[config.mk]
export PLATFORM = sky130hd
export DESIGN_NAME = crc8_d5_byte
export DESIGN_NICKNAME = d
export VERILOG_FILES = /design/src/rtl/bb_header_checker_pkg.sv /design/src/rtl/bb_header_checker_crc8_d5_byte.sv
export SDC_FILE = /design/constraint.sdc
export NUM_CORES = 1
export LEC_CHECK = 0
export CAP_MARGIN = 0
export CORE_AREA = 5 5 42 44
export DETAILED_ROUTE_END_ITERATION = 8
export DIE_AREA = 0 0 47 49
export DONT_BUFFER_PORTS = 1
export GPL_TIMING_DRIVEN = 0
export PLACE_DENSITY = 0.4
export SYNTH_ARGS = -nofsm -noshare
export SYNTH_HDL_FRONTEND = slang
export SYNTH_SLANG_ARGS = --single-unit
[constraint.sdc]
create_clock -name vclk -period 4.7
set_clock_uncertainty 0.1 [all_clocks]
set_input_delay 1.41 -clock vclk [all_inputs]
set_output_delay 1.41 -clock vclk [all_outputs]
set_load 0.01 [all_outputs]
[src/rtl/bb_header_checker_pkg.sv]
// Shared constants, state encoding and helpers
// for the DVB-S2 BBHEADER checker.
package bb_header_checker_pkg;

  localparam int HDR_LEN    = 10;
  localparam int OFF_MATYPE = 0;
  localparam int OFF_UPL    = 2;
  localparam int OFF_DFL    = 4;
  localparam int OFF_SYNC   = 6;
  localparam int OFF_SYNCD  = 7;
  localparam int OFF_CRC    = 9;

  localparam logic [7:0] CRC_POLY = 8'hD5;
  localparam logic [7:0] MODE_XOR = 8'h01;
  localparam logic [3:0] CNT_LAST = 4'(OFF_CRC);

  typedef enum logic [1:0] {
    ST_IDLE,
    ST_COLLECT,
    ST_REPORT
  } state_t;

  function automatic logic [15:0] be16(
    input logic [7:0] hi,
    input logic [7:0] lo
  );
    return {hi, lo};
  endfunction

endpackage

[src/rtl/bb_header_checker_crc8_d5_byte.sv]
// Byte-wide CRC-8 (poly 0xD5) update step,
// MSB first, no reflection.
module crc8_d5_byte
  import bb_header_checker_pkg::*;
(
  input  logic [7:0] crc,
  input  logic [7:0] data,
  output logic [7:0] nxt
);

  logic [7:0] c;

  always_comb begin
    c = crc;
    for (int i = 7; i >= 0; i--) begin
      c = {c[6:0], 1'b0} ^
          ((c[7] ^ data[i]) ? CRC_POLY : 8'h00);
    end
    nxt = c;
  end

endmodule

==> impl_metrics.toml, run 1 <==
[floorplanning]
die_h_um = 49
die-area_sq_um = 2300
core_area_sq_um = 1400
die_w_um = 47
initial_core_util_pct = 21.5
row_count = 14
io_pins = 24

[finish]
instances_no_fill = 39
fin_nets = 41
diodes = 0
syn_to_final_growth_pct = 6.64
regArea_sq_um = 0
seq_cell_count = 0
drive_above_1_share_pct = 21.7
nClkBuffers = 0
post-route-util_pct = 22.9

[power_and_ir_drop]
power.density_nw_per_um2 = 357
p_leak_nw = 0.149
ir_drop_uv = 119

[critical_path]
crit_path_end = "nxt[5]"
cp.arrival_ns = 2.56
crit_path_end_kind = "primary output"
crit_path_start = "data[7]"
start_kind = "input pin"
worstSetupPathType = "in -> out"
path_max_fanout = 3
worstPathRequired_ns = 3.19

[sta]
finalSetupViolations = 0
post-route-period-util_pct = 86.7
fin_crit_ns = 4.07
rsz0062_at_grt = "false"
slew_headroom_pct = 74.1
drv_slew = 0
final.setup.tns_ns = 0
timing_hold_violations_final = 0
fmax_mhz = 245
worstMarginPinSlew_ns = 0.385

[logic_synthesis]
syn_nets = 39
syn-cell-area_sq_um = 302
synthMostInstantiatedCell = "xnor2_1"
synthCells = 23
synth.avg_cell_area_sq_um = 13.1
ys_seq_area_share_pct = 0
synthTopCellsByCount = "9 x xnor2_1, 5 x xor2_1, 4 x xnor2_2, 4 x xnor3_1, 1 x xnor3_2"
yosysUniqueCellTypes = 5
yosysWarnings = 0
synth.area.top_cells = "xnor3_1 30%, xnor2_1 26%, xnor2_2 22%"
synth.largest_area_cell = "xnor3_1"
synth_top_area_share_pct = 29.9

[flow_run]
drv_cap = 0

[detailed_routing]
post_drt_via_cell_ratio = 3.97
drt_iter0_markers = 0
drc = 0
first_pass_iters = 1
ant_nets = 0
num_vias = 155
finalWirelength_um = 515
wl_per_cell_um = 13.2

[placed_design]
portBuffers = 0
dp_cells = 39
gp_congestion = 0.666

[cts]
cts-hold-fix-buffers = 0
ctsResizeCount = 0
post_cts_buffers = 0

[worst_hold_path]
hold_class = "in -> out"

[global_route]
grtUsageTotal_pct = 4.59
grt_pass1_vias = 175
grt_first_pass_wirelength_um = 841
antenna_found_initial = 0
grt_max_degree = 4
overflow = 0

[status]
status = "finished clean"
## area by class of cell
type,count,area [sq um]
Fill cell,160,1080
Multi-Input combinational cell,23,302
Tap cell,16,20.0
## worst max-delay path, stage by stage
cell and delay [ns]:
xnor2_2 0.22, xnor3_2 0.52, xnor3_1 0.42
## how the worst min path moves through the flow
| stage | start | endpoint | depth (start not counted) |
|---|---|---|---|
| 2_1_floorplan | crc[7] | nxt[1] | 2 |
| 4_1_cts | crc[7] | nxt[1] | 2 |
| 3_3_place_gp | crc[7] | nxt[1] | 2 |
| 5_1_grt | crc[7] | nxt[1] | 2 |
| 6_report | crc[7] | nxt[1] | 2 |
| 3_5_place_dp | crc[7] | nxt[1] | 2 |
## per-stage QoR
stage / setup slack, ns / power, mW / hold WS [ns] / instance area, sq um
floorplan: 0.689 / 0.104 / 2.94 / 302
global placement: 0.623 / 0.117 / 2.96 / 322
detailed placement: 0.616 / 0.117 / 2.97 / 322
CTS: 0.607 / 0.118 / 2.97 / 322
global route: 0.580 / 0.123 / 2.97 / 322
finish: 0.626 / 0.115 / 2.96 / 322
## routing by layer
metal | share of wire (%) | vias to the layer above | GRT usage, %
li1 | - | 74 | -
met1 | 41 | 70 | 6.67
met2 | 51 | 11 | 7.69
met3 | 7.6 | 0 | 0.369
met4 | 0 | 0 | 0
met5 | 0 | - | 0
## power by group
part           switching [mW]  internal [mW]
Sequential                  0              0
Clock                       0              0
Combinational          0.0574         0.0572
Total                  0.0574         0.0572
## cells in the final DEF (no fill, tap or decap)
| master | count |
|---|---|
| xnor2_1 | 9 |
| xor2_1 | 5 |
| xnor2_2 | 4 |
| xnor3_1 | 4 |
| xnor3_2 | 1 |
## cell families after synthesis
group | after synthesis | synth area share, %
xor+xnor | 23 | 100
Note: power is estimated with default switching activity, not from simulation.
==> run 2: changes to the inputs <==
Settings changed: PLACE_DENSITY 0.4 to 0.41.
==> impl_metrics.toml, run 2 (same netlist as run 1, synthesis figures left out) <==
[finish]
most-common-layout-cells = "9 x xnor2_1, 5 x xor2_1, 4 x xnor2_2, 4 x xnor3_1, 1 x xnor3_2"
seq_cell_count = 0
syn_to_final_growth_pct = 6.64
final_common_cell = "xnor2_1"
nClkBuffers = 0
multi_input_area_sq_um = 302
diodes = 0
fillers = 161
fin_area_sq_um = 322
fin_nets = 41
drive_above_1_share_pct = 21.7
regArea_sq_um = 0

[floorplanning]
die_w_um = 47
die_h_um = 49
core_area_sq_um = 1400
row_count = 14
die-area_sq_um = 2300
initial_core_util_pct = 21.5
io_pins = 24

[power_and_ir_drop]
p_seq_share_pct = 0
ir_drop_uv = 121
switching_share_pct = 49.8
internal_power_mw = 0.0572
p_leak_nw = 0.149
comb_power_share_pct = 100.0
p_clk_share_pct = 0
switching_power_mw = 0.0567
power.density_nw_per_um2 = 354

[critical_path]
path_max_fanout = 3
start_kind = "input pin"
worstPathRequired_ns = 3.19
crit_path_end_kind = "primary output"
worstSetupPathType = "in -> out"
cp.arrival_ns = 2.58

[detailed_routing]
post_drt_via_cell_ratio = 3.92
first_pass_iters = 1
drc = 0
ant_nets = 0
num_vias = 153
wl_per_cell_um = 13.2
finalWirelength_um = 514
drt_iter0_markers = 0

[placed_design]
place_area_sq_um = 322
portBuffers = 0
gp_congestion = 0.589

[sta]
finalSetupViolations = 0
fmax_mhz = 245
timing_hold_violations_final = 0
fin_crit_ns = 4.09
worstMarginPinSlew_ns = 0.370
drv_slew = 0
slew_headroom_pct = 75.2
final.setup.tns_ns = 0
timing.hold.ws_ns = 2.96
post-route-period-util_pct = 87.0
rsz0062_at_grt = "false"

[global_route]
grt_max_degree = 4
grt_pass1_vias = 196
overflow = 0
grtUsageTotal_pct = 4.25
grt_first_pass_wirelength_um = 786
antenna_found_initial = 0

[cts]
cts-hold-fix-buffers = 0
ctsResizeCount = 0
post_cts_buffers = 0

[worst_hold_path]
hold_class = "in -> out"

[flow_run]
drv_cap = 0

[status]
status = "finished clean"
==> run 2: cell counts in the layout (fill, tap and decap cells not counted) <==
No cell type changed its count.
==> run 2: power groups by stage <==
| stage | clock network [mW] | registers (mW) | logic [mW] |
|---|---|---|---|
| after floorplan | 0 | 0 | 0.104 |
| after global placement | 0 | 0 | 0.117 |
| after detailed placement | 0 | 0 | 0.116 |
| after CTS | 0 | 0 | 0.117 |
| after global routing | 0 | 0 | 0.122 |
| final | 0 | 0 | 0.114 |
==> run 2: per-layer routing <==
metal / track usage (%) / vias to the layer above / part of all wire, %
met5: 0 / - / 0
met4: 0 / 0 / 0
met3: 1.11 / 0 / 8.8
met2: 6.56 / 12 / 47
met1: 6.25 / 65 / 44
li1: - / 76 / -
==> run 2: worst paths after layout <==
path	startpoint	cells past startpoint	to
min	crc[7]	2	nxt[1]
max	data[7]	3	nxt[5]
==> run 2: stage by stage <==
step                power, mW  utilization [%]  setup slack [ns]  std cells
finish                  0.114             22.9             0.611         39
global route            0.122             22.9             0.541         39
CTS                     0.117             22.9             0.584         39
detailed placement      0.116             22.9             0.609         39
global placement        0.117             22.9             0.607         39
floorplan               0.104                -             0.689         23
==> run 2: worst max-delay path, cell delays in order <==
cell,delay [ns]
xnor2_2,0.23
xnor3_2,0.53
xnor3_1,0.41
==> run 2: final cells by class <==
class / count / area share [%]
Multi-Input combinational cell: 23 / 93.8
Tap cell: 16 / 6.23
